==> config.mk <==
export PLATFORM = sky130hd
export DESIGN_NAME = glb_weight_fetch
export DESIGN_NICKNAME = d
export VERILOG_FILES = /design/src/rtl/glb_weight_fetch_pkg.sv /design/src/rtl/glb_weight_fetch_fifo.sv /design/src/rtl/glb_weight_fetch.sv
export SDC_FILE = /design/constraint.sdc
export NUM_CORES = 1
export LEC_CHECK = 0
export ABC_AREA = 1
export BUFFER_PORTS_ARGS = -buffer_cell sky130_fd_sc_hd__buf_2
export CAP_MARGIN = 10
export CORE_MARGIN = 2
export CORE_UTILIZATION = 55
export DETAILED_ROUTE_END_ITERATION = 12
export PLACE_DENSITY = 0.82
export SETUP_SLACK_MARGIN = 0.4
export SYNTH_ARGS = -nofsm -noshare
export SYNTH_HDL_FRONTEND = slang
export SYNTH_SLANG_ARGS = --single-unit
==> constraint.sdc <==
create_clock -name clk -period 4.06 [get_ports clk]
set_input_delay 0.609 -clock clk [delete_from_list [all_inputs] [get_ports clk]]
set_output_delay 0.609 -clock clk [all_outputs]
set_load 0.03 [all_outputs]
==> src/rtl/glb_weight_fetch_pkg.sv <==
// Shared types for the weight-GLB fetch sequencer: FSM encoding and the
// sideband tag carried alongside each weight through the output FIFO.
package glb_weight_fetch_pkg;

    typedef enum logic [1:0] {
        ST_IDLE   = 2'd0,
        ST_FETCH  = 2'd1,
        ST_DRAIN  = 2'd2,
        ST_FINISH = 2'd3
    } fetch_state_t;

    // Tag layout is {row, col, last}; widths follow the top-level parameters.
    function automatic int tag_width(input int row_bits, input int col_bits);
        return row_bits + col_bits + 1;
    endfunction

    localparam int DEFAULT_TAG_BITS = 4 + 4 + 1;

endpackage

==> src/rtl/glb_weight_fetch_fifo.sv <==
// Small synchronous FIFO holding captured weights plus tags until the PE side
// accepts them; supports push and pop in the same cycle.
module weight_out_fifo #(
    parameter int DEPTH = 2,
    parameter int WIDTH = 8
) (
    input  logic                             clk,
    input  logic                             reset,
    input  logic                             push,
    input  logic [WIDTH-1:0]                 push_data,
    input  logic                             pop,
    output logic [WIDTH-1:0]                 head_data,
    output logic [$clog2(DEPTH + 1)-1:0]     count
);
    localparam int PTR_BITS   = (DEPTH > 1) ? $clog2(DEPTH) : 1;
    localparam int COUNT_BITS = $clog2(DEPTH + 1);

    logic [WIDTH-1:0]      mem [DEPTH];
    logic [PTR_BITS-1:0]   wr_ptr_reg;
    logic [PTR_BITS-1:0]   rd_ptr_reg;
    logic [COUNT_BITS-1:0] count_reg;
    logic                  do_pop;
    logic                  do_push;

    assign do_pop  = pop && (count_reg != '0);
    assign do_push = push && ((count_reg != COUNT_BITS'(DEPTH)) || do_pop);

    assign head_data = mem[rd_ptr_reg];
    assign count     = count_reg;

    always_ff @(posedge clk) begin
        if (do_push) begin
            mem[wr_ptr_reg] <= push_data;
        end
    end

    always_ff @(posedge clk) begin
        if (reset) begin
            wr_ptr_reg <= '0;
            rd_ptr_reg <= '0;
            count_reg  <= '0;
        end else begin
            if (do_push) begin
                wr_ptr_reg <= (wr_ptr_reg == PTR_BITS'(DEPTH - 1)) ? '0 : wr_ptr_reg + 1'b1;
            end
            if (do_pop) begin
                rd_ptr_reg <= (rd_ptr_reg == PTR_BITS'(DEPTH - 1)) ? '0 : rd_ptr_reg + 1'b1;
            end
            if (do_push && !do_pop) begin
                count_reg <= count_reg + 1'b1;
            end else if (do_pop && !do_push) begin
                count_reg <= count_reg - 1'b1;
            end
        end
    end

endmodule

==> src/rtl/glb_weight_fetch.sv <==
// Walks a rectangular filter region in the weight GLB and streams each weight,
// tagged with its row/col, to the PE filter scratchpads.
module glb_weight_fetch
    import glb_weight_fetch_pkg::*;
#(
    parameter int DATA_BITWIDTH = 16,
    parameter int ADDR_BITWIDTH = 10,
    parameter int ROW_BITWIDTH  = 4,
    parameter int COL_BITWIDTH  = 4,
    parameter int FIFO_DEPTH    = 2
) (
    input  logic                     clk,
    input  logic                     reset,
    input  logic                     start,
    input  logic [ADDR_BITWIDTH-1:0] cfg_base_addr,
    input  logic [ROW_BITWIDTH-1:0]  cfg_rows,
    input  logic [COL_BITWIDTH-1:0]  cfg_row_len,
    input  logic [ADDR_BITWIDTH-1:0] cfg_row_stride,
    output logic                     busy,
    output logic                     done,
    output logic                     read_req,
    output logic [ADDR_BITWIDTH-1:0] r_addr,
    input  logic [DATA_BITWIDTH-1:0] r_data,
    output logic                     out_valid,
    input  logic                     out_ready,
    output logic [DATA_BITWIDTH-1:0] out_data,
    output logic [ROW_BITWIDTH-1:0]  out_row,
    output logic [COL_BITWIDTH-1:0]  out_col,
    output logic                     out_last
);
    localparam int TAG_BITS   = tag_width(ROW_BITWIDTH, COL_BITWIDTH);
    localparam int ENTRY_BITS = DATA_BITWIDTH + TAG_BITS;
    localparam int COUNT_BITS = $clog2(FIFO_DEPTH + 1);

    fetch_state_t              state_reg;
    logic                      busy_reg;
    logic                      done_reg;
    logic [ADDR_BITWIDTH-1:0]  row_base_reg;
    logic [ROW_BITWIDTH-1:0]   row_reg;
    logic [COL_BITWIDTH-1:0]   col_reg;
    logic [ROW_BITWIDTH-1:0]   rows_cfg_reg;
    logic [COL_BITWIDTH-1:0]   len_cfg_reg;
    logic [ADDR_BITWIDTH-1:0]  stride_cfg_reg;
    logic                      inflight_reg;
    logic [TAG_BITS-1:0]       tag_reg;

    logic                      row_end;
    logic                      issue_last;
    logic                      credit_ok;
    logic                      pop;
    logic [COUNT_BITS-1:0]     fifo_count;
    logic [ENTRY_BITS-1:0]     head_entry;
    logic                      head_last;

    assign row_end    = (col_reg == len_cfg_reg - 1'b1);
    assign issue_last = row_end && (row_reg == rows_cfg_reg - 1'b1);

    // Reads already in flight will land in the FIFO; a same-cycle pop frees a slot.
    assign credit_ok = ({1'b0, fifo_count} + {{COUNT_BITS{1'b0}}, inflight_reg})
                       < ((COUNT_BITS + 1)'(FIFO_DEPTH) + {{COUNT_BITS{1'b0}}, pop});

    assign read_req = (state_reg == ST_FETCH) && credit_ok;
    assign r_addr   = row_base_reg + ADDR_BITWIDTH'(col_reg);

    assign out_valid = (fifo_count != '0);
    assign pop       = out_valid && out_ready;
    assign head_last = head_entry[0];
    assign out_last  = out_valid && head_last;
    assign out_col   = out_valid ? head_entry[COL_BITWIDTH:1] : '0;
    assign out_row   = out_valid ? head_entry[COL_BITWIDTH+ROW_BITWIDTH:COL_BITWIDTH+1] : '0;
    assign out_data  = out_valid ? head_entry[ENTRY_BITS-1:TAG_BITS] : '0;

    assign busy = busy_reg;
    assign done = done_reg;

    weight_out_fifo #(
        .DEPTH (FIFO_DEPTH),
        .WIDTH (ENTRY_BITS)
    ) u_fifo (
        .clk       (clk),
        .reset     (reset),
        .push      (inflight_reg),
        .push_data ({r_data, tag_reg}),
        .pop       (pop),
        .head_data (head_entry),
        .count     (fifo_count)
    );

    always_ff @(posedge clk) begin
        if (reset) begin
            state_reg      <= ST_IDLE;
            busy_reg       <= 1'b0;
            done_reg       <= 1'b0;
            row_base_reg   <= '0;
            row_reg        <= '0;
            col_reg        <= '0;
            rows_cfg_reg   <= '0;
            len_cfg_reg    <= '0;
            stride_cfg_reg <= '0;
            inflight_reg   <= 1'b0;
            tag_reg        <= '0;
        end else begin
            done_reg     <= 1'b0;
            inflight_reg <= read_req;
            if (read_req) begin
                tag_reg <= {row_reg, col_reg, issue_last};
            end
            case (state_reg)
                ST_IDLE: begin
                    if (start) begin
                        row_base_reg   <= cfg_base_addr;
                        rows_cfg_reg   <= cfg_rows;
                        len_cfg_reg    <= cfg_row_len;
                        stride_cfg_reg <= cfg_row_stride;
                        row_reg        <= '0;
                        col_reg        <= '0;
                        if ((cfg_rows == '0) || (cfg_row_len == '0)) begin
                            state_reg <= ST_FINISH;
                            done_reg  <= 1'b1;
                        end else begin
                            state_reg <= ST_FETCH;
                            busy_reg  <= 1'b1;
                        end
                    end
                end
                ST_FETCH: begin
                    if (read_req) begin
                        if (row_end) begin
                            col_reg      <= '0;
                            row_reg      <= row_reg + 1'b1;
                            row_base_reg <= row_base_reg + stride_cfg_reg;
                        end else begin
                            col_reg <= col_reg + 1'b1;
                        end
                        if (issue_last) begin
                            state_reg <= ST_DRAIN;
                        end
                    end
                end
                ST_DRAIN: begin
                    // Final entry alone at the head with nothing landing behind it.
                    if (!inflight_reg && (fifo_count == COUNT_BITS'(1)) && pop && head_last) begin
                        state_reg <= ST_FINISH;
                        done_reg  <= 1'b1;
                        busy_reg  <= 1'b0;
                    end
                end
                default: begin
                    state_reg <= ST_IDLE;
                end
            endcase
        end
    end

endmodule

==> flow_summary_export.csv, run 1 <==
group,metric,value,unit
hold_path,holdCritPathClass,"primary input to register",
global_route,antenna_found_initial,0,
die,row_count,35,
synth,synth_area_leaders,"edfxtp_1, dfxtp_1, nand2_1, nor2_1, ha_1",
clock_network,cts.sinks,105,
placement,placed_cell_area,0.00578,sq mm
global_route,grt_pass1_vias,4255,
timing,fin_crit,3080,ps
routing,post_drt_wl_per_cell,13.3,um
routing,drt_wl_total,11300,um
clock_network,cts-root-buf,"clkbuf_8",
clock_network,cts_resized,0,
synth,yosys_warnings,0,
routing,vias,4390,
pwr,ir_drop,0.316,mV
synth,synth_top_area_share,28.7,%
die,die_y,102,um
clock_network,clk_latency,370,ps
final_layout,area_growth,14.6,%
clock_network,cts_setup_buffers,0,
synth,ys_types,33,
final_layout,fin_nets,791,
final_layout,fin_area,0.00600,sq mm
worst_setup_path,critPathCaptureType,"primary output",
synth,yosysSeqAreaShare,49.7,%
routing,drt_iter0_drc,221,
synth,postSynthCellCount,631,
global_route,grt_pass1_wl,18300,um
timing,setup-violations-final,0,
timing,max_slew.worst_pin.slew,828,ps
routing,viasPerCell,5.18,
synth,synth-seq-cells,105,
synth,syn_area_per_cell,8.29,sq um
global_route,grtUsageTotal,22.3,%
worst_setup_path,critical_path_class,"register to primary output",
placement,gp_congestion,0.938,
die,die_area,0.0103,sq mm
timing,slew_viol_final,0,
run,max_cap_violations,0,
clock_network,cts_tree,"done",
placement,dp_hpwl,8320,um
routing,drt_pass1_iterations,5,
final_layout,drive_gt1_share,18.6,%
pwr,power,0.00413,W
pwr,p_leak,2.83,nW
clock_network,cts_buffers,9,
routing,antenna_left,0,
global_route,grt_overflow,0,
timing,fin_skew,14.3,ps
clock_network,clock_path_buffers,2,
die,die_w,102,um
synth,synth_area,0.00523,sq mm
timing,period_share,75.8,%
final_layout,largest_reg_flops,50,
worst_setup_path,cp_max_fo,26,
die,initial_utilization,56.6,%
worst_setup_path,cp.arrival,2470,ps
synth,synth_top_area_cell,"edfxtp_1",
timing,fin_setup_tns,0,ps
final_layout,final_util,64.9,%
timing,slew_headroom,44.7,%
synth,synth_fp_nets,708,
final_layout,fillers,767,
clock_network,clk_pin_slew_worst_paths,110,ps
die,ios,87,
routing,drc_errors,0,
clock_network,htreeDepth,3,
pwr,p_per_area,688,mW/mm^2
final_layout,diodes,0,
die,coreArea,0.00924,sq mm
timing,rsz0062_at_grt,"false",
timing,fmax,0.325,GHz
clock_network,hold_buffers,0,
global_route,grt_max_degree,28,
worst_setup_path,startpoint_type,"register",
worst_setup_path,cp.required,3450,ps
timing,hold_viol_final,0,
outcome,status,"finished clean",
placement,io_buffers,86,
==> power breakdown <==
group | leakage (nW) | switching (W) | internal, W
registers | 0.907 | 0.000163 | 0.00135
clock network | 0.110 | 0.000392 | 0.000304
logic | 1.81 | 0.00134 | 0.000581
==> stage by stage <==
stage	setup WS [ps]	hold slack, ps	std cells
after floorplan	1480	420	631
after global placement	1540	430	832
after detailed placement	1410	436	832
after CTS	966	416	848
after global routing	780	410	848
final	984	422	848
==> cells in the final DEF, fill, tap and decap left out <==
| master | netlist | routed |
|---|---|---|
| xor2_1 | 9 | 9 |
| dfxtp_1 | 55 | 55 |
| a31oi_1 | 3 | 3 |
| nand3b_1 | 1 | 1 |
| inv_6 | 0 | 2 |
| buf_4 | 0 | 5 |
| clkbuf_8 | 0 | 9 |
| nand2_1 | 129 | 129 |
| or2_2 | 2 | 2 |
| nand2_2 | 11 | 11 |
| nor3b_1 | 1 | 1 |
| fa_1 | 2 | 2 |
| o21ai_0 | 55 | 55 |
| o21ai_1 | 4 | 4 |
| nand3_2 | 1 | 1 |
| nand3_1 | 40 | 40 |
| buf_2 | 4 | 86 |
| o21bai_1 | 2 | 2 |
| inv_8 | 0 | 3 |
| inv_1 | 57 | 57 |
| nand2_4 | 4 | 4 |
| xnor2_1 | 5 | 5 |
| clkinv_4 | 1 | 2 |
| a21oi_1 | 34 | 34 |
| nor2_4 | 1 | 1 |
| edfxtp_1 | 50 | 50 |
| o31ai_1 | 1 | 1 |
| o21ai_4 | 1 | 1 |
| nor2_2 | 0 | 2 |
| nor2_1 | 104 | 102 |
| ha_1 | 27 | 27 |
| and3_1 | 1 | 1 |
| bufinv_16 | 0 | 1 |
| nand4_1 | 6 | 6 |
| inv_2 | 4 | 4 |
| nor3_1 | 1 | 1 |
==> worst max-delay path: stages, from the launching register on <==
cell,delay [ps]
dfxtp_1,390
inv_1,110
ha_1,230
inv_2,310
nand2_4,130
o21ai_4,160
nand3_2,120
inv_1,350
buf_2,290
==> cell type report <==
cell class | instances | area [sq um] | area share (%)
flip-flops and latches | 105 | 2600 | 43.4
multi-input cells | 445 | 2310 | 38.6
repair buffers | 91 | 468 | 7.80
inverters | 62 | 238 | 3.96
well taps | 129 | 161 | 2.69
clock buffers | 9 | 124 | 2.07
clock inverters | 7 | 90.1 | 1.50
==> synth_stat cells (all sizes together) <==
cell type  instances
nand2            144
nor2             105
inv               61
o21ai             60
dfxtp             55
edfxtp            50
nand3             41
a21oi             34
ha                27
clkbuf            13
xor2               9
buf                6
nand4              6
xnor2              5
a31oi              3
fa                 2
o21bai             2
or2                2
and3               1
clkinv             1
nand3b             1
nor3               1
nor3b              1
o31ai              1
==> path summary, 6_finish.rpt <==
kind                                      start                end  slack (ps)  cells after the start
worst min-delay path                 r_data[12]  u_fifo.mem[1][21]         420                      1
worst max-delay path            u_fifo.count[0]           read_req         980                      8
worst max register to register  u_fifo.count[0]   u_fifo.mem[1][9]        1420                      8
worst min register to register       tag_reg[4]   u_fifo.mem[1][4]         460                      0
==> per-layer routing <==
layer  track usage (%)  wire length, um  up-vias
li1                  -                -     2233
met1              25.0             4660     1999
met2              41.8             5760      134
met3              3.31              582       24
met4              9.67              293        0
met5                 0                0        -
==> cell families after synthesis <==
logic type | after synthesis | share of synthesized area (%)
xor gates and xnor gates | 14 | 2.34
AOI/OAI and AO/OA | 100 | 9.99
and+or+nand+nor | 302 | 24.6
adders and majority gates | 29 | 7.22
DFF | 105 | 49.7
buffers and inverters | 81 | 6.14
Power figures use the tool's default switching activity.
==> inputs of run 2 (changes only) <==
--- a/config.mk
+++ b/config.mk
@@ -5,13 +5,13 @@
 export SDC_FILE = /design/constraint.sdc
 export NUM_CORES = 1
 export LEC_CHECK = 0
-export ABC_AREA = 1
+export ABC_AREA = 0
 export BUFFER_PORTS_ARGS = -buffer_cell sky130_fd_sc_hd__buf_2
 export CAP_MARGIN = 10
 export CORE_MARGIN = 2
-export CORE_UTILIZATION = 55
+export CORE_UTILIZATION = 51
 export DETAILED_ROUTE_END_ITERATION = 12
-export PLACE_DENSITY = 0.82
+export PLACE_DENSITY = 0.8
 export SETUP_SLACK_MARGIN = 0.4
 export SYNTH_ARGS = -nofsm -noshare
 export SYNTH_HDL_FRONTEND = slang
==> constraint.sdc (replaced) <==
create_clock -name clk -period 2.7 [get_ports clk]
set_input_delay 0.405 -clock clk [delete_from_list [all_inputs] [get_ports clk]]
set_output_delay 0.405 -clock clk [all_outputs]
set_load 0.03 [all_outputs]
==> flow_summary_export.csv, run 2 <==
group,metric,value,unit
worst_setup_path,max_stage_delay,380,ps
timing,slew_headroom,52.5,%
clock_network,cts-root-buf,"clkbuf_8",
clock_network,clk_latency,380,ps
clock_network,hold_buffers,0,
placement,post-place-ws,252,ps
placement,dp_hpwl,7680,um
worst_setup_path,cp.arrival,2030,ps
pwr,switching_share,41.9,%
final_layout,multi_input_area,0.00253,sq mm
routing,vias,3983,
clock_network,cts.sinks,105,
timing,fin_skew,8.47,ps
worst_setup_path,critical_path_class,"register to primary output",
synth,synth_area_leaders,"edfxtp_1, dfxtp_1, mux2i_1, ha_1, nor2_1",
worst_setup_path,cp_max_fo,3,
synth,synth_simple_gate_area_share,13.6,%
clock_network,clk_pin_slew_worst_paths,110,ps
routing,wl_met3,585,um
timing,rsz0062_at_grt,"true",
die,coreArea,0.00968,sq mm
final_layout,layout_commonest_cell,"buf_2",
die,initial_utilization,52.1,%
final_layout,drive_gt1_share,30.2,%
final_layout,area_growth,25.1,%
clock_network,cts_buffers,9,
synth,synth_fa_ha_area_share,7.48,%
timing,fmax,0.411,GHz
final_layout,final_cell_mix,"buf_2, nor2_1, edfxtp_1",
synth,synth_top_area_share,29.7,%
run,max_cap_violations,0,
timing,period_share,90.2,%
worst_setup_path,critPathCaptureType,"primary output",
timing,max_slew.worst_pin.slew,713,ps
final_layout,fillers,732,
synth,synth-edff-count,50,
global_route,grt_pass1_wl,17000,um
pwr,comb_power_share,45.6,%
pwr,clkPwrFrac,17.5,%
final_layout,final_util,65.2,%
pwr,pwr-share-seq,37.0,%
pwr,ir_drop,0.529,mV
clock_network,clock_path_buffers,2,
pwr,power.switching,0.00242,W
global_route,grt_overflow,0,
synth,async_flop_share,0,%
synth,synth_top_family_by_area,"simple AND/OR/NAND/NOR gates",
hold_path,min_delay_path_depth,1,
synth,synth-compound-area-share,11.6,%
timing,setup-violations-final,0,
die,die_area,0.0107,sq mm
clock_network,cts_tree,"done",
timing,slew_viol_final,0,
final_layout,diodes,0,
global_route,grt_max_degree,29,
synth,synth_top_area_cell,"edfxtp_1",
routing,topRoutingLayerUsed,"met4",
worst_setup_path,ff2ff_path_depth,8,
pwr,p_per_area,912,mW/mm^2
hold_path,holdCritPathClass,"primary input to register",
routing,drc_errors,0,
pwr,p_int,0.00335,W
synth,postSynthCellCount,474,
global_route,antenna_found_initial,0,
global_route,grtUsageTotal,20.8,%
clock_network,htreeDepth,3,
die,row_count,36,
timing,final.setup.worst_slack,266,ps
routing,drt_pass1_iterations,5,
pwr,p_leak,2.60,nW
timing,fin_setup_tns,0,ps
final_layout,fin_nets,662,
outcome,status,"finished clean",
synth,synth_area,0.00505,sq mm
synth,yosys_warnings,0,
worst_setup_path,path_cells,"ha_4 -> fa_2 -> a21o_1 -> a21oi_4 -> nor2_2 -> xor2_2 -> buf_6",
routing,drt_wl_total,11600,um
final_layout,largest_reg_flops,50,
synth,ys_types,53,
synth,synth-main-ff-cell,"dfxtp_1",
placement,io_buffers,86,
synth,synth_fp_nets,551,
timing,fin_crit,2430,ps
routing,wl_met1,4610,um
worst_setup_path,critPathSlowestCell,"dfxtp_4",
routing,viasPerCell,5.51,
routing,wl_met2,6090,um
pwr,power,0.00576,W
synth,synth_xor_area_share,5.45,%
worst_setup_path,cp.required,2300,ps
synth,yosys-top-cells-count,"dfxtp_1, nor2_1, edfxtp_1, nand2_1, mux2i_1",
placement,gp_congestion,0.839,
routing,drt_iter0_drc,276,
synth,synth-seq-cells,105,
routing,antenna_left,0,
die,die_y,103,um
final_layout,regArea,0.00263,sq mm
synth,syn_area_per_cell,10.7,sq um
synth,synth_mux_area_share,7.53,%
routing,post_drt_wl_per_cell,16.0,um
timing,hold_viol_final,0,
timing,timing.hold.ws,206,ps
die,die_w,103,um
worst_setup_path,startpoint_type,"register",
synth,yosysSeqAreaShare,51.5,%
die,ios,87,
global_route,grt_pass1_vias,3699,
-- run 2: cell count changes after synthesis, sizes merged, moves of 33 or more --
cell   before  now
nand2     144   46
o21ai      60    9
nor2      105   55
inv        61   16
mux2i       0   38
nand3      41    8
-- run 2: logic make-up after synthesis --
| family | count (synthesis) |
|---|---|
| simple gates | 149 |
| flops | 105 |
| compound gates | 90 |
| mux | 38 |
| buf+inv | 35 |
| fa+ha+maj | 29 |
| xor+xnor | 28 |
-- run 2: repair_timing --
action	in CTS	in global routing
gates resized for setup	43	20
pin swaps	8	7
setup endpoints to repair	17	22
buffers inserted	12	10
-- run 2: path summary, 6_finish.rpt --
| kind | from | endpoint | slack, ps |
|---|---|---|---|
| worst min-delay path | r_data[13] | u_fifo.mem[0][22] | 210 |
| worst max-delay path | row_base_reg[0] | r_addr[6] | 270 |
| worst min register to register | stride_cfg_reg[3] | stride_cfg_reg[3] | 470 |
| worst max register to register | row_base_reg[0] | row_base_reg[8] | 450 |
-- run 2: layer usage --
metal / track usage (%) / vias to the layer above
met2: 36.7 / 151
met4: 10.2 / 0
li1: - / 1926
met5: 0 / -
met1: 24.3 / 1875
met3: 3.63 / 31
-- run 2: power groups by stage --
stage / Sequential, W / Clock, W / Combinational [W]
2_1_floorplan: 0.00210 / 0 / 0.00171
3_3_place_gp: 0.00213 / 0 / 0.00220
3_5_place_dp: 0.00214 / 0 / 0.00226
4_1_cts: 0.00211 / 0.00103 / 0.00245
5_1_grt: 0.00216 / 0.00108 / 0.00284
6_report: 0.00213 / 0.00101 / 0.00263
-- run 2: worst max-delay path: cells and delay by family (launching register included) --
kind,cells,cell delay (ps)
buffers and inverters,1,140
flip-flops,1,380
XOR/XNOR,1,150
adder cells (fa/ha/maj),2,530
AO/OA/AOI/OAI,2,390
AND/OR/NAND/NOR,1,70
-- run 2: stage by stage --
step | instance area [sq um] | instances
5_1_grt | 6320 | 723
3_5_place_dp | 5680 | 685
3_3_place_gp | 5680 | 685
2_1_floorplan | 5070 | 474
6_report | 6320 | 723
4_1_cts | 6130 | 713
-- run 2: layout make-up --
type,count,area share [%]
Tap cell,133,2.63
Clock buffer,9,1.96
Clock inverter,7,1.41
Sequential cell,105,41.6
Multi-Input combinational cell,334,40.1
Inverter,16,1.01
Timing Repair Buffer,119,11.2
==> inputs of run 3 (changes only) <==
--- a/config.mk
+++ b/config.mk
@@ -10,8 +10,10 @@
 export CAP_MARGIN = 10
 export CORE_MARGIN = 2
 export CORE_UTILIZATION = 51
+export CTS_CLUSTER_SIZE = 12
 export DETAILED_ROUTE_END_ITERATION = 12
 export PLACE_DENSITY = 0.8
+export REMOVE_ABC_BUFFERS = 1
 export SETUP_SLACK_MARGIN = 0.4
 export SYNTH_ARGS = -nofsm -noshare
 export SYNTH_HDL_FRONTEND = slang
==> flow_summary_export.csv, run 3 (synthesis gave the netlist of run 2 again) <==
group,metric,value,unit
routing,post_drt_wl_per_cell,14.9,um
timing,final.setup.worst_slack,230,ps
routing,drt_iter0_drc,181,
placement,placed_cell_area,0.00565,sq mm
final_layout,final_cell_mix,"buf_2, nor2_1, edfxtp_1",
outcome,status,"finished clean",
timing,slew_viol_final,0,
final_layout,fin_nets,656,
routing,drc_errors,0,
die,coreArea,0.00968,sq mm
global_route,grt_max_degree,27,
global_route,antenna_found_initial,0,
final_layout,final_util,63.8,%
placement,io_buffers,86,
die,die_w,103,um
die,initial_utilization,52.1,%
placement,dp_cells,684,
worst_setup_path,crit_buf_inv,3,
final_layout,largest_reg_flops,50,
die,ios,87,
placement,dp_hpwl,7380,um
worst_setup_path,cp.required,2300,ps
routing,drt_pass1_iterations,5,
clock_network,htreeDepth,3,
worst_setup_path,startpoint_type,"register",
worst_setup_path,critPathTopFamily,"buffers and inverters",
timing,fin_crit,2470,ps
pwr,ir_drop,0.593,mV
final_layout,drive_gt1_share,27.9,%
pwr,p_leak,2.56,nW
worst_setup_path,ff2ff_path_depth,8,
routing,drt_wl_total,10700,um
worst_setup_path,max_stage_delay,380,ps
final_layout,fin_area,0.00618,sq mm
placement,post-place-ws,277,ps
worst_setup_path,critPathSlowestCell,"fa_2",
die,die_area,0.0107,sq mm
run,max_cap_violations,0,
worst_setup_path,critical_path_class,"register to primary output",
global_route,grt_pass1_wl,16300,um
hold_path,min_delay_path_depth,1,
die,die_y,103,um
clock_network,clk_latency,360,ps
final_layout,layout_commonest_cell,"buf_2",
routing,vias,3856,
timing,rsz0062_at_grt,"true",
die,row_count,36,
worst_setup_path,critPathCaptureType,"primary output",
worst_setup_path,timing.rr.start,"u_fifo.count[0]",
hold_path,holdCritPathClass,"primary input to register",
clock_network,cts_buffers,9,
clock_network,cts.sinks,105,
timing,slew_headroom,47.8,%
worst_setup_path,timing.rr.end,"row_reg[1]",
routing,antenna_left,0,
routing,viasPerCell,5.38,
timing,fin_skew,6.11,ps
timing,period_share,91.5,%
placement,gp_congestion,0.862,
hold_path,hold_path.startpoint,"r_data[5]",
final_layout,diodes,0,
global_route,grt_overflow,0,
clock_network,clk_pin_slew_worst_paths,100,ps
clock_network,hold_buffers,0,
timing,hold_viol_final,0,
timing,fmax,0.405,GHz
clock_network,cts_tree,"done",
final_layout,layout.cells.non_filler,717,
global_route,grt_pass1_vias,3511,
worst_setup_path,cp_common_cell,"buf_4",
global_route,grtUsageTotal,19.8,%
pwr,p_per_area,901,mW/mm^2
worst_setup_path,reg2reg_setup_slack,500,ps
clock_network,clock_path_buffers,2,
worst_setup_path,path_cells,"buf_6 -> fa_2 -> a21o_1 -> a21oi_4 -> buf_4 -> xnor2_1 -> buf_4",
hold_path,min_to,"u_fifo.mem[0][14]",
worst_setup_path,cp.arrival,2070,ps
worst_setup_path,cp_max_fo,3,
timing,max_slew.worst_pin.slew,783,ps
final_layout,area_growth,22.3,%
timing,setup-violations-final,0,
clock_network,cts-root-buf,"clkbuf_8",
run 3: how the worst max path moves through the flow:
| stage | startpoint | end | cells past startpoint |
|---|---|---|---|
| after floorplan | u_fifo.count[0] | tag_reg[0] | 7 |
| after global placement | u_fifo.count[0] | state_reg[1] | 7 |
| after detailed placement | u_fifo.count[0] | state_reg[1] | 7 |
| after CTS | col_reg[0] | r_addr[6] | 7 |
| after global routing | col_reg[0] | r_addr[8] | 7 |
| final | row_base_reg[1] | r_addr[4] | 7 |
run 3: what timing repair did:
action,4_1_cts,5_1_grt
buffers inserted,9,8
setup endpoints to repair,45,22
pin swaps,9,15
resized for setup,34,21
run 3: metrics by stage:
stage	TNS [ps]	hold slack (ps)	total power, W
2_1_floorplan	-19540	425	0.00376
3_3_place_gp	0	433	0.00431
3_5_place_dp	0	450	0.00438
4_1_cts	0	211	0.00546
5_1_grt	0	201	0.00590
6_report	0	224	0.00557
run 3: power by group:
part | switching, W | internal (W)
logic | 0.00153 | 0.000990
clock network | 0.000578 | 0.000363
registers | 0.000179 | 0.00192
run 3: layout make-up:
class | instances | area, sq um
clock buffer | 9 | 124
clock inverter | 7 | 68.8
fill | 731 | 3510
inverter | 16 | 60.1
multi-input combinational | 334 | 2460
sequential | 105 | 2620
tap | 133 | 166
timing repair buffer | 113 | 676
run 3: worst reg2reg max path: stages (launching register included):
cell       delay [ps]
dfxtp_4           390
inv_2              60
ha_4              160
buf_4             130
nor4b_2           320
o21ai_1           190
o21bai_1          270
or4_1             470
o2bb2ai_1         150
run 3: metal layers:
metal | GRT usage [%] | part of all wire (%) | routed length [um]
met5 | 0 | 0 | 0
met4 | 6.38 | 0.91 | 97
met3 | 3.76 | 4.9 | 525
met2 | 34.9 | 51 | 5400
met1 | 24.4 | 44 | 4660
